<file path="src/rtl/hazard_scoreboard_if.sv">
// ---------------------------------------------------------------------------
// hazard_scoreboard_if
// Bundles the ID-stage instruction description and the stall controls that
// pass between the decode pipeline and the hazard scoreboard.
//   master : pipeline side, drives the ID_* fields and Flush_i, and reads
//            back the NoOp_o / PCWrite_o / Stall_o / StallCount_o controls
//   slave  : scoreboard side, the opposite directions
// Parameters: REG_AW register index width, CNT_W stall-counter width.
// ---------------------------------------------------------------------------
interface hazard_scoreboard_if #(
   parameter int REG_AW = 5,
   parameter int CNT_W  = 16
);
   logic              ID_Valid_i;
   logic [REG_AW-1:0] ID_Rs1_i;
   logic [REG_AW-1:0] ID_Rs2_i;
   logic              ID_Rs1Used_i;
   logic              ID_Rs2Used_i;
   logic [REG_AW-1:0] ID_Rd_i;
   logic              ID_RegWrite_i;
   logic              ID_MemRead_i;
   logic              ID_Mul_i;
   logic              Flush_i;
   logic              NoOp_o;
   logic              PCWrite_o;
   logic              Stall_o;
   logic [CNT_W-1:0]  StallCount_o;

   modport master (
      output ID_Valid_i, ID_Rs1_i, ID_Rs2_i, ID_Rs1Used_i, ID_Rs2Used_i,
             ID_Rd_i, ID_RegWrite_i, ID_MemRead_i, ID_Mul_i, Flush_i,
      input  NoOp_o, PCWrite_o, Stall_o, StallCount_o
   );

   modport slave (
      input  ID_Valid_i, ID_Rs1_i, ID_Rs2_i, ID_Rs1Used_i, ID_Rs2Used_i,
             ID_Rd_i, ID_RegWrite_i, ID_MemRead_i, ID_Mul_i, Flush_i,
      output NoOp_o, PCWrite_o, Stall_o, StallCount_o
   );
endinterface

</file>
<file path="src/rtl/hazard_scoreboard.sv">
// ---------------------------------------------------------------------------
// hazard_scoreboard
// ID-stage hazard unit for the 5-stage pipeline. Each architectural register
// has a countdown of cycles until its in-flight producer result can be
// forwarded; a consumer in ID stalls while its source counter is non-zero.
// Also blocks write-after-write reordering (younger op finishing first) and,
// for a non-pipelined multiplier, a new mul while the unit is busy.
// Ports:
//   clk_i  : clock, rising edge
//   rst_i  : asynchronous reset, active-high
//   id_if  : slave side of hazard_scoreboard_if (ID instruction in,
//            NoOp_o / PCWrite_o / Stall_o / StallCount_o out)
// Hazard outputs are combinational from the ID fields and the scoreboard.
// ---------------------------------------------------------------------------
module hazard_scoreboard #(
   parameter int NUM_REGS  = 32,
   parameter int LOAD_LAT  = 1,
   parameter int MUL_LAT   = 3,
   parameter int MUL_PIPED = 0,
   parameter int CNT_W     = 16
) (
   input logic             clk_i,
   input logic             rst_i,
   hazard_scoreboard_if.slave id_if
);
   localparam int REG_AW  = $clog2(NUM_REGS);
   localparam int MAX_LAT = (LOAD_LAT > MUL_LAT) ? LOAD_LAT : MUL_LAT;
   localparam int CW      = $clog2(MAX_LAT + 1);

   localparam logic [CW-1:0] LOAD_LAT_C = CW'(LOAD_LAT);
   localparam logic [CW-1:0] MUL_LAT_C  = CW'(MUL_LAT);
   localparam logic [CW-1:0] MUL_BUSY_C = CW'(MUL_LAT - 1);

   logic [NUM_REGS-1:0][CW-1:0] cnt_vec;
   logic [CW-1:0]               mul_busy_reg;
   logic [CNT_W-1:0]            stall_cnt_reg;

   logic [CW-1:0]     lat;
   logic [REG_AW-1:0] rs1, rs2, rd;
   logic              raw, waw, struct_haz, hazard, issue;

   assign rs1 = id_if.ID_Rs1_i;
   assign rs2 = id_if.ID_Rs2_i;
   assign rd  = id_if.ID_Rd_i;

   // Cycles the destination of the ID instruction stays unforwardable.
   always_comb begin
      lat = '0;
      if (id_if.ID_MemRead_i)
         lat = LOAD_LAT_C;
      else if (id_if.ID_Mul_i)
         lat = MUL_LAT_C;
   end

   // cnt_vec[0] is constant zero, so x0 sources never match a pending write.
   assign raw = id_if.ID_Valid_i &
                ((id_if.ID_Rs1Used_i & (cnt_vec[rs1] != '0)) |
                 (id_if.ID_Rs2Used_i & (cnt_vec[rs2] != '0)));

   // An older producer finishing after this one would overwrite the newer value.
   assign waw = id_if.ID_Valid_i & id_if.ID_RegWrite_i & (cnt_vec[rd] > lat);

   assign struct_haz = (MUL_PIPED == 0) & id_if.ID_Valid_i & id_if.ID_Mul_i &
                       (mul_busy_reg != '0);

   // A squashed instruction never stalls: it is discarded rather than held.
   assign hazard = (raw | waw | struct_haz) & ~id_if.Flush_i;
   assign issue  = id_if.ID_Valid_i & ~hazard & ~id_if.Flush_i;

   assign id_if.NoOp_o       = hazard;
   assign id_if.Stall_o      = hazard;
   assign id_if.PCWrite_o    = ~hazard;
   assign id_if.StallCount_o = stall_cnt_reg;

   genvar gi;
   generate
      for (gi = 0; gi < NUM_REGS; gi++) begin : gen_cnt
         if (gi == 0) begin : gen_zero
            assign cnt_vec[gi] = '0;
         end else begin : gen_track
            logic [CW-1:0] cnt_reg;
            logic          load_this;

            assign load_this   = issue & id_if.ID_RegWrite_i & (rd == REG_AW'(gi));
            assign cnt_vec[gi] = cnt_reg;

            // A new producer overrides the decrement of the previous one.
            always_ff @(posedge clk_i or posedge rst_i) begin
               if (rst_i)
                  cnt_reg <= '0;
               else if (load_this)
                  cnt_reg <= lat;
               else if (cnt_reg != '0)
                  cnt_reg <= cnt_reg - 1'b1;
            end
         end
      end
   endgenerate

   always_ff @(posedge clk_i or posedge rst_i) begin
      if (rst_i)
         mul_busy_reg <= '0;
      else if (issue & id_if.ID_Mul_i)
         mul_busy_reg <= MUL_BUSY_C;
      else if (mul_busy_reg != '0)
         mul_busy_reg <= mul_busy_reg - 1'b1;
   end

   // Saturates at all-ones so a long run never wraps back to a small value.
   always_ff @(posedge clk_i or posedge rst_i) begin
      if (rst_i)
         stall_cnt_reg <= '0;
      else if (hazard && (stall_cnt_reg != '1))
         stall_cnt_reg <= stall_cnt_reg + 1'b1;
   end
endmodule

</file>
<file path="src/flat_wrapper.sv">
// flat-port wrapper written by rule: the top's interface ports become plain ports
module hazard_scoreboard_flat 
#(
   parameter int NUM_REGS  = 32,
   parameter int LOAD_LAT  = 1,
   parameter int MUL_LAT   = 3,
   parameter int MUL_PIPED = 0,
   parameter int CNT_W     = 16
)
  (clk_i, rst_i, id_if_ID_Valid_i, id_if_ID_Rs1_i, id_if_ID_Rs2_i, id_if_ID_Rs1Used_i, id_if_ID_Rs2Used_i, id_if_ID_Rd_i, id_if_ID_RegWrite_i, id_if_ID_MemRead_i, id_if_ID_Mul_i, id_if_Flush_i, id_if_NoOp_o, id_if_PCWrite_o, id_if_Stall_o, id_if_StallCount_o);
  hazard_scoreboard_if #(.REG_AW(5), .CNT_W(CNT_W)) id_if_i ();
  input logic clk_i;
  input logic rst_i;
  input wire logic [$bits(id_if_i.ID_Valid_i)-1:0] id_if_ID_Valid_i;
  input wire logic [$bits(id_if_i.ID_Rs1_i)-1:0] id_if_ID_Rs1_i;
  input wire logic [$bits(id_if_i.ID_Rs2_i)-1:0] id_if_ID_Rs2_i;
  input wire logic [$bits(id_if_i.ID_Rs1Used_i)-1:0] id_if_ID_Rs1Used_i;
  input wire logic [$bits(id_if_i.ID_Rs2Used_i)-1:0] id_if_ID_Rs2Used_i;
  input wire logic [$bits(id_if_i.ID_Rd_i)-1:0] id_if_ID_Rd_i;
  input wire logic [$bits(id_if_i.ID_RegWrite_i)-1:0] id_if_ID_RegWrite_i;
  input wire logic [$bits(id_if_i.ID_MemRead_i)-1:0] id_if_ID_MemRead_i;
  input wire logic [$bits(id_if_i.ID_Mul_i)-1:0] id_if_ID_Mul_i;
  input wire logic [$bits(id_if_i.Flush_i)-1:0] id_if_Flush_i;
  output wire logic [$bits(id_if_i.NoOp_o)-1:0] id_if_NoOp_o;
  output wire logic [$bits(id_if_i.PCWrite_o)-1:0] id_if_PCWrite_o;
  output wire logic [$bits(id_if_i.Stall_o)-1:0] id_if_Stall_o;
  output wire logic [$bits(id_if_i.StallCount_o)-1:0] id_if_StallCount_o;
  assign id_if_i.ID_Valid_i = id_if_ID_Valid_i;
  assign id_if_i.ID_Rs1_i = id_if_ID_Rs1_i;
  assign id_if_i.ID_Rs2_i = id_if_ID_Rs2_i;
  assign id_if_i.ID_Rs1Used_i = id_if_ID_Rs1Used_i;
  assign id_if_i.ID_Rs2Used_i = id_if_ID_Rs2Used_i;
  assign id_if_i.ID_Rd_i = id_if_ID_Rd_i;
  assign id_if_i.ID_RegWrite_i = id_if_ID_RegWrite_i;
  assign id_if_i.ID_MemRead_i = id_if_ID_MemRead_i;
  assign id_if_i.ID_Mul_i = id_if_ID_Mul_i;
  assign id_if_i.Flush_i = id_if_Flush_i;
  assign id_if_NoOp_o = id_if_i.NoOp_o;
  assign id_if_PCWrite_o = id_if_i.PCWrite_o;
  assign id_if_Stall_o = id_if_i.Stall_o;
  assign id_if_StallCount_o = id_if_i.StallCount_o;
  hazard_scoreboard #(.NUM_REGS(NUM_REGS), .LOAD_LAT(LOAD_LAT), .MUL_LAT(MUL_LAT), .MUL_PIPED(MUL_PIPED), .CNT_W(CNT_W)) u_core (.clk_i(clk_i), .rst_i(rst_i), .id_if(id_if_i));
endmodule
</file>
<file path="config.mk">
export PLATFORM = sky130hd
export DESIGN_NAME = hazard_scoreboard_flat
export DESIGN_NICKNAME = d
export VERILOG_FILES = /design/src/rtl/hazard_scoreboard_if.sv /design/src/rtl/hazard_scoreboard.sv /design/src/flat_wrapper.sv
export SDC_FILE = /design/constraint.sdc
export NUM_CORES = 1
export LEC_CHECK = 0
export BUFFER_PORTS_ARGS = -buffer_cell sky130_fd_sc_hd__buf_2
export CAP_MARGIN = 20
export CORE_MARGIN = 1
export CORE_UTILIZATION = 37
export CTS_CLUSTER_SIZE = 14
export DETAILED_ROUTE_END_ITERATION = 12
export SLEW_MARGIN = 20
export SYNTH_ARGS = -nofsm -noshare
export SYNTH_HDL_FRONTEND = slang
export SYNTH_SLANG_ARGS = --single-unit
</file>
<file path="constraint.sdc">
create_clock -name clk_i -period 9.8 [get_ports clk_i]
set_input_delay 0.98 -clock clk_i [delete_from_list [all_inputs] [get_ports clk_i]]
set_output_delay 0.98 -clock clk_i [all_outputs]
set_load 0.005 [all_outputs]
</file>
# == After elaboration in Yosys (flattened, before gate mapping) ==
# Index checks and enable logic that the tools add are counted.
# totals
word_cells,289
output_inout_bits,19
in_bits,24
reg_bits,80
# op_classes
reduce_logical,67
bitwise,48
n_lt_le_gt_ge,4
n_eq_ne,32
n_addsub,33
n_mux,72
# op_table
cell,n
2-to-1 mux 2 bit,69
nonzero test 2 bit,66
"equality test 5 bit, second input constant",16
"subtractor 2 x 1 -> 2 bit, second input constant",32
bitwise AND 1 bit,43
"equality test 5 x 4 -> 1 bit, second input constant",8
binary-select mux 2 bit (select 5 bit),3
"equality test 5 x 3 -> 1 bit, second input constant",4
"< comparator 5 x 6 -> 1 bit, second input constant",3
"adder 16 x 1 -> 16 bit, second input constant",1
"inequality test 16 bit, second input constant",1
"equality test 5 x 2 -> 1 bit, second input constant",2
"equality test 5 x 1 -> 1 bit, second input constant",1
OR 1 bit,3
greater-than comparator 2 bit,1
NOT 1 bit,2
logical AND 1 bit,1

# == Longest topological paths before layout ==
# Gate-level depths: netlist (run 1).
# logic_depth
depth_word,15
ltp_mapped,19
depth_no_buf,14

# == Worst setup path before layout (run 1) ==
# OpenSTA, ideal clock, no wires.
# synth_timing
path_kind,input to output
start,input port id_if_ID_Rd_i[0]
end,output port id_if_Stall_o
cell_stages,15
setup_slack_ps,4523
n_path_buf,5
t_arrival_ps,4297
required_ps,8820
cell_sequence,buf_1 -> mux4_2 -> mux4_2 -> mux2_2 -> ha_1 -> a21oi_1 -> o22ai_1 -> nor3_1 -> and3_1 -> buf_2 -> buf_6 -> buf_4 -> nand2b_1 -> inv_1 -> buf_4
# synth_between
elab_chain_cells,7
# synth_rtl
element,line,text
start: declaration,flat_wrapper.sv:19,input wire logic [$bits(id_if_i.ID_Rd_i)-1:0] id_if_ID_Rd_i;
binary-select mux 2 bit (select 5 bit),hazard_scoreboard.sv:61,assign waw = id_if.ID_Valid_i & id_if.ID_RegWrite_i & (cnt_vec[rd] > lat);
2-to-1 mux 2 bit (implied by the code),hazard_scoreboard.sv:61,
greater-than comparator 2 bit,hazard_scoreboard.sv:61,
bitwise AND 1 bit,hazard_scoreboard.sv:61,
OR 1 bit (2 in a row),hazard_scoreboard.sv:67,assign hazard = (raw | waw | struct_haz) & ~id_if.Flush_i;
bitwise AND 1 bit,hazard_scoreboard.sv:67,
end: declaration,flat_wrapper.sv:26,output wire logic [$bits(id_if_i.Stall_o)-1:0] id_if_Stall_o;
# No other way between the ends. The select of a mux whose other input is x is not followed.

# == Worst setup path after layout (run 1) ==
# layout_timing
start,input port id_if_ID_Rd_i[0]
end,output port id_if_NoOp_o
# layout_between
elab_chain_cells,7
# layout_rtl
element,line,text
binary-select mux 2 bit (select 5 bit),hazard_scoreboard.sv:61,
2-to-1 mux 2 bit (implied by the code),hazard_scoreboard.sv:61,
greater-than comparator 2 bit,hazard_scoreboard.sv:61,
bitwise AND 1 bit,hazard_scoreboard.sv:61,
OR 1 bit (2 in a row),hazard_scoreboard.sv:67,
bitwise AND 1 bit,hazard_scoreboard.sv:67,
end: declaration,flat_wrapper.sv:24,output wire logic [$bits(id_if_i.NoOp_o)-1:0] id_if_NoOp_o;
# No other way between the ends. The select of a mux whose other input is x is not followed.

==> summary.md, run 1 <==
| Metric | Value |
|---|---|
| # IOs | 43 |
| Min Clock Period, post-route | 5780 ps |
| Required @ worst endpoint | between 8000 and 9000 ps |
| Synth cell count leaders | 80 x dfrtp_1, 74 x inv_1, 63 x mux2i_1, 46 x xor2_1 |
| N_diodes | 0 |
| Sw Share | ~39% |
| Sw Pwr | around 0.78 mW |
| Post-CTS Resized | 0 |
| Clock Path Buffers | 2 |
| Die Span X | 129 um |
| Top cell type's share of synthesized area | roughly a third |
| Post-DP HPWL | approximately 11,000 um |
| Row cnt | 45 |
| Mapped Cells | between 500 and 600 |
| Area Growth Syn to Fin | 11.7% |
| Core Util, Final | 42.9% |
| Sequential Power Share | 34.3% |
| Total of warnings raised by yosys | 0 |
| Syn nets | 644 |
| Worst Setup SP | id_if_ID_Rd_i[0] |
| Rel. slew slack | 36.8% |
| Final instance area | approximately 0.0066 mm2 |
| CP Class | in2out |
| DRT iter0 DRCs | ~360 |
| Routed length per instance | between 15 and 20 um |
| Largest net degree at the start of global routing | between 80 and 90 |
| Max cap viols | 0 |
| Initial core utilization | 38.4% |
| GRT overflow | 0 |
| Quantity of hold-fixing buffers added after cts | 0 |
| Clk slew on worst S/H paths | roughly 60 ps |
| Syn_area_per_cell | a little over 10 um2 |
| DR vias/cell | between 5 and 6 |
| Crit path DAT | roughly 4800 ps |
| Clk root buf | clkbuf_16 |
| Antenna violations before repair | 0 |
| Synth top area cells | dfrtp_1 34%, mux2i_1 11%, mux4_2 9.1%, ha_1 7.4%, xor2_1 6.8% |
| Combinational power share | approximately 47% |
| Placed Area | 0.00629 mm2 |
| CP Max Fanout | 49 |
| DRC errors left | 0 |
| Core ar. | 0.0154 mm2 |
| P_int | 1.23 mW |
| Clk pwr share | 18.8% |
| DRT Pass-1 Iters | 4 |
| Post-synthesis sequential area ratio | approximately 34% |
| Tot GR Track Use | roughly a fifth |
| Final setup vio count | 0 |
| CTS tree | yes |
| Number of post-CTS setup repair buffers | 0 |
| Detailed Route WL | between 10,000 and 15,000 um |
| RSZ-0062 raised after global routing | false |
| Clock H-tree levels | 3 |
| Worst min path class | reg2reg |
| Reg2reg start | u_core.gen_cnt[28].gen_track.cnt_reg[1] |
| Worst setup EP type | primary output |
| Clk_lat worst skew | 350 ps |
| Max reg flops | between 60 and 70 |
| Static Leak | around 3.4 nW |
| Clock sinks | 80 |
| Asr flop ratio synth | 100% |
| Total power | 2.01 mW |
| Number of global-route vias before repair | roughly 4,700 |
| Cell area after synthesis | between 0.005 and 0.006 mm2 |
| Fin. Hold Viols | 0 |
| Fraction of layout cells with a size suffix above 1 | approximately a fifth |
| Startpoint Class | input pin |
| Placer Congestion | ~0.9 |
| Peak supply drop | about 240 uV |
| Slew at the pin closest to its max-slew limit | about 950 ps |
| Via count | around 4,700 |
| Input/output buffers | 42 |
| Cell taking the most area after synthesis | dfrtp_1 |
| R2R Setup Slk | 5810 ps |
| Worst r2r dst | u_core.gen_cnt[31].gen_track.cnt_reg[1] |
| Synth Register Bits | 80 |
| First-pass GRT wire length | between 20,000 and 25,000 um |
| Final setup TNS | 0 ps |
| EDFF count, synth | 0 |
| Hold_ws | 489 ps |
| Die area | 0.0165 mm2 |
| Outcome | completed |
| Max Clock Freq | about 170 MHz |
| Synth unique cells | 48 |
| Nets | 670 |
| Top-count cell post-synth | dfrtp_1 |
| Power per cell area | 304 mW/mm2 |
| Worst-case reg-to-reg path depth | 10 |
| Crit path capture | id_if_NoOp_o |
| Clock skew | approximately 7.1 ps |
| Primary FF master, synth | dfrtp_1 |
| CTS Buf Count | 9 |
| Period utilisation layout | between 50% and 60% |
| Final max-slew violation count | 0 |
| ANT nets after route | 0 |
| Die Y-Extent | about 130 um |
## cells by family (layout without fill, tap and decap cells)
logic type	count (synthesis)	after routing	synth area share [%]
DFF	80	80	33.8
AOI/OAI and AO/OA	47	47	5.13
muxes	115	115	25.1
buffers and inverters	107	138	7.32
adders and majority gates	35	35	7.39
and+or+nand+nor	154	154	14.4
xor gates and xnor gates	47	47	6.94
## power by group through the flow
stage | Clock [mW] | Sequential [mW] | Combinational (mW)
3_3_place_gp | 0 | 0.686 | 0.866
4_1_cts | 0.386 | 0.688 | 0.955
6_report | 0.379 | 0.692 | 0.944
5_1_grt | 0.397 | 0.715 | 1.07
3_5_place_dp | 0 | 0.692 | 0.946
2_1_floorplan | 0 | 0.622 | 0.786
## cell usage in the layout (no fill, tap or decap), drive strengths merged, types with 2 or more instances in the layout
| cell | count |
|---|---|
| a2111oi | 2 |
| a21oi | 13 |
| a311oi | 4 |
| a31oi | 4 |
| and3 | 5 |
| buf | 46 |
| bufinv | 2 |
| clkbuf | 11 |
| clkinv | 4 |
| dfrtp | 80 |
| ha | 35 |
| inv | 75 |
| mux2 | 28 |
| mux2i | 63 |
| mux4 | 24 |
| nand2 | 14 |
| nand2b | 6 |
| nand3 | 29 |
| nand4 | 13 |
| nor2 | 35 |
| nor2b | 3 |
| nor3 | 22 |
| nor3b | 2 |
| nor4 | 12 |
| nor4b | 4 |
| o211ai | 6 |
| o21ai | 10 |
| o22ai | 2 |
| o311ai | 2 |
| or3 | 2 |
| or3b | 2 |
| or4 | 2 |
| xor2 | 46 |
## how the worst min path moves through the flow
stage,depth (start not counted),from,to,slack [ps]
after detailed placement,1,u_core.id_if.StallCount_o[9],u_core.id_if.StallCount_o[9],490
after floorplan,2,u_core.mul_busy_reg[1],u_core.mul_busy_reg[1],470
after CTS,1,u_core.id_if.StallCount_o[9],u_core.id_if.StallCount_o[9],500
after global routing,1,u_core.id_if.StallCount_o[7],u_core.id_if.StallCount_o[7],510
after global placement,1,u_core.id_if.StallCount_o[7],u_core.id_if.StallCount_o[7],470
final,1,u_core.id_if.StallCount_o[6],u_core.id_if.StallCount_o[6],490
## worst max-delay path, cell delays in order
cell and delay (ps):
buf_2 450, mux4_2 600, mux4_2 480, mux2_2 280, ha_1 290, a21oi_1 170, o22ai_1 90, nor3_1 190
and3_2 850, nand2b_1 220, inv_1 50, buf_2 120
## routing by layer
layer | track usage, % | up-vias | share of wire [%]
li1 | - | 2138 | -
met1 | 25.8 | 2320 | 44
met2 | 31.1 | 163 | 47
met3 | 4.66 | 34 | 6.1
met4 | 6.85 | 0 | 2.5
met5 | 0 | - | 0
## layout make-up
cell class                      count  area (um2)
Fill cell                        1526        8800
Multi-Input combinational cell    398        3500
Sequential cell                    80        2000
Inverter                           76         287
Tap cell                          211         264
Clock buffer                       11         253
Timing Repair Buffer               46         244
Clock inverter                      5        78.8
## through the flow
stage	cells	worst slack, ps
finish	827	4020
global route	827	3750
CTS	827	4040
detailed placement	811	4020
global placement	811	4180
floorplan	585	4520
No activity file was read; power rests on OpenSTA's default activity.
==> inputs of run 2 (changes only) <==
==> constraint.sdc (replaced) <==
create_clock -name clk_i -period 6 [get_ports clk_i]
set_input_delay 0.6 -clock clk_i [delete_from_list [all_inputs] [get_ports clk_i]]
set_output_delay 0.6 -clock clk_i [all_outputs]
set_load 0.005 [all_outputs]
==> summary.md, run 2 (same netlist as run 1, synthesis figures left out) <==
| Metric | Value |
|---|---|
| Outcome | completed |
| ANT nets after route | 0 |
| Die Y-Extent | 129 um |
| Quantity of hold-fixing buffers added after cts | 0 |
| Area Growth Syn to Fin | 12.1% |
| CTS tree | yes |
| RSZ-0062 raised after global routing | false |
| Routed length per instance | 18.2 um |
| Detailed Route WL | between 15,000 and 20,000 um |
| N_diodes | 0 |
| GRT overflow | 0 |
| Fraction of layout cells with a size suffix above 1 | around a fifth |
| Final setup TNS | 0 ps |
| Clock Path Buffers | 2 |
| Placed Area | 0.00630 mm2 |
| CP Max Fanout | 21 |
| Commonest cells after routing, fill and taps aside | 80 x dfrtp_1, 73 x inv_1, 63 x mux2i_1, 46 x xor2_1, 42 x buf_2 |
| Area occupied by multi-input gates | between 0.003 and 0.004 mm2 |
| Startpoint Class | input pin |
| Worst setup EP type | primary output |
| Clk_lat worst skew | 350 ps |
| Rel. slew slack | 46.9% |
| Die Span X | roughly 130 um |
| Clk slew on worst S/H paths | about 60 ps |
| R2R Setup Slk | ~2100 ps |
| Number of global-route vias before repair | between 4,000 and 5,000 |
| Initial core utilization | 38.4% |
| Min Clock Period, post-route | approximately 4600 ps |
| Total power | between 3 and 4 mW |
| Required @ worst endpoint | 5400 ps |
| Row cnt | between 40 and 50 |
| Clock skew | approximately 6 ps |
| Period utilisation layout | 76.7% |
| CTS Buf Count | 9 |
| Antenna violations before repair | 0 |
| Worst-case reg-to-reg path depth | 11 |
| Die area | 0.0165 mm2 |
| Peak supply drop | approximately 280 uV |
| Worst r2r dst | u_core.gen_cnt[27].gen_track.cnt_reg[0] |
| Placer Congestion | between 0.8 and 0.9 |
| Crit path DAT | 4000 ps |
| Final instance area | approximately 0.0066 mm2 |
| Max cap viols | 0 |
| CP Class | in2out |
| Core ar. | between 0.015 and 0.02 mm2 |
| Nets | around 670 |
| Largest net degree at the start of global routing | 81 |
| DRT Pass-1 Iters | 5 |
| First-pass GRT wire length | around 25,000 um |
| Core Util, Final | a little over two fifths |
| Worst min path class | in2async |
| DR vias/cell | about 5.6 |
| Static Leak | between 3 and 4 nW |
| Number of post-CTS setup repair buffers | 0 |
| Tot GR Track Use | 20.0% |
| DRT iter0 DRCs | 319 |
| Post-DP HPWL | ~11,000 um |
| Final setup vio count | 0 |
| Final max-slew violation count | 0 |
| Clk root buf | clkbuf_16 |
| # IOs | 43 |
| Via count | about 4,700 |
| Reg2reg start | u_core.gen_cnt[28].gen_track.cnt_reg[1] |
| Sequential Area | 0.00200 mm2 |
| Clock sinks | 80 |
| Clock H-tree levels | 3 |
| FILL cells | around 1,500 |
| Hold_ws | approximately 430 ps |
| Max reg flops | between 60 and 70 |
| Most common cell after layout, fill and taps aside | dfrtp_1 |
| Fin. Hold Viols | 0 |
| Input/output buffers | 42 |
| Post-CTS Resized | 0 |
| Slew at the pin closest to its max-slew limit | 791 ps |
| Max Clock Freq | about 220 MHz |
| Power per cell area | about 500 mW/mm2 |
| DRC errors left | 0 |
==> run 2: cell types whose count changed in the layout (fill, tap and decap cells not counted) <==
cell and change:
buf_4 +1, clkinv_4 -1, clkbuf_8 -2, clkinv_2 -1
bufinv_16 +1, inv_6 +1, clkinvlp_4 +2
==> run 2: area by class of cell <==
type	instances	share of cell area (%)
Timing Repair Buffer	47	3.78
Inverter	76	4.31
Clock inverter	7	1.79
Multi-Input combinational cell	398	52.6
Sequential cell	80	30.1
Clock buffer	9	3.39
Tap cell	211	3.97
==> run 2: power by group <==
| part | total, mW | internal (mW) | switching [mW] |
|---|---|---|---|
| sequential | 1.12 | 0.810 | 0.309 |
| clock | 0.643 | 0.407 | 0.236 |
| combinational | 1.56 | 0.820 | 0.738 |
| total | 3.32 | 2.04 | 1.28 |
==> run 2: critical path: stages <==
cell and delay, ps:
buf_2 490, mux4_2 590, mux4_2 500, mux2_2 290, ha_1 290, a21oi_1 130
o22ai_1 90, nor3_1 210, and3_2 440, nand2b_1 200, inv_1 60, buf_2 120
==> run 2: metal layers <==
layer | vias to the layer above | wire [um] | track usage, % | share of wire [%]
met5 | - | 0 | 0 | 0
met4 | 0 | 214 | 6.51 | 1.4
met3 | 14 | 1100 | 4.57 | 7.3
met2 | 199 | 7240 | 33.5 | 48
met1 | 2323 | 6550 | 25.3 | 43
li1 | 2138 | - | - | -
==> run 2: how the worst max path moves through the flow <==
stage,start,slack [ps],to,cells past startpoint
2_1_floorplan,id_if_ID_Rd_i[0],1480,id_if_Stall_o,15
3_3_place_gp,id_if_ID_Rd_i[0],1500,u_core.id_if.StallCount_o[1],13
3_5_place_dp,id_if_ID_Rd_i[0],1350,u_core.gen_cnt[27].gen_track.cnt_reg[0],12
4_1_cts,id_if_ID_Rd_i[0],1390,id_if_Stall_o,12
5_1_grt,id_if_ID_Rd_i[0],1180,id_if_NoOp_o,12
6_report,id_if_ID_Rd_i[0],1400,id_if_Stall_o,12
==> run 2: metrics by stage <==
stage / cells / setup slack, ps
final: 828 / 1400
after global routing: 828 / 1180
after CTS: 828 / 1390
after detailed placement: 812 / 1350
after global placement: 812 / 1500
after floorplan: 585 / 1480
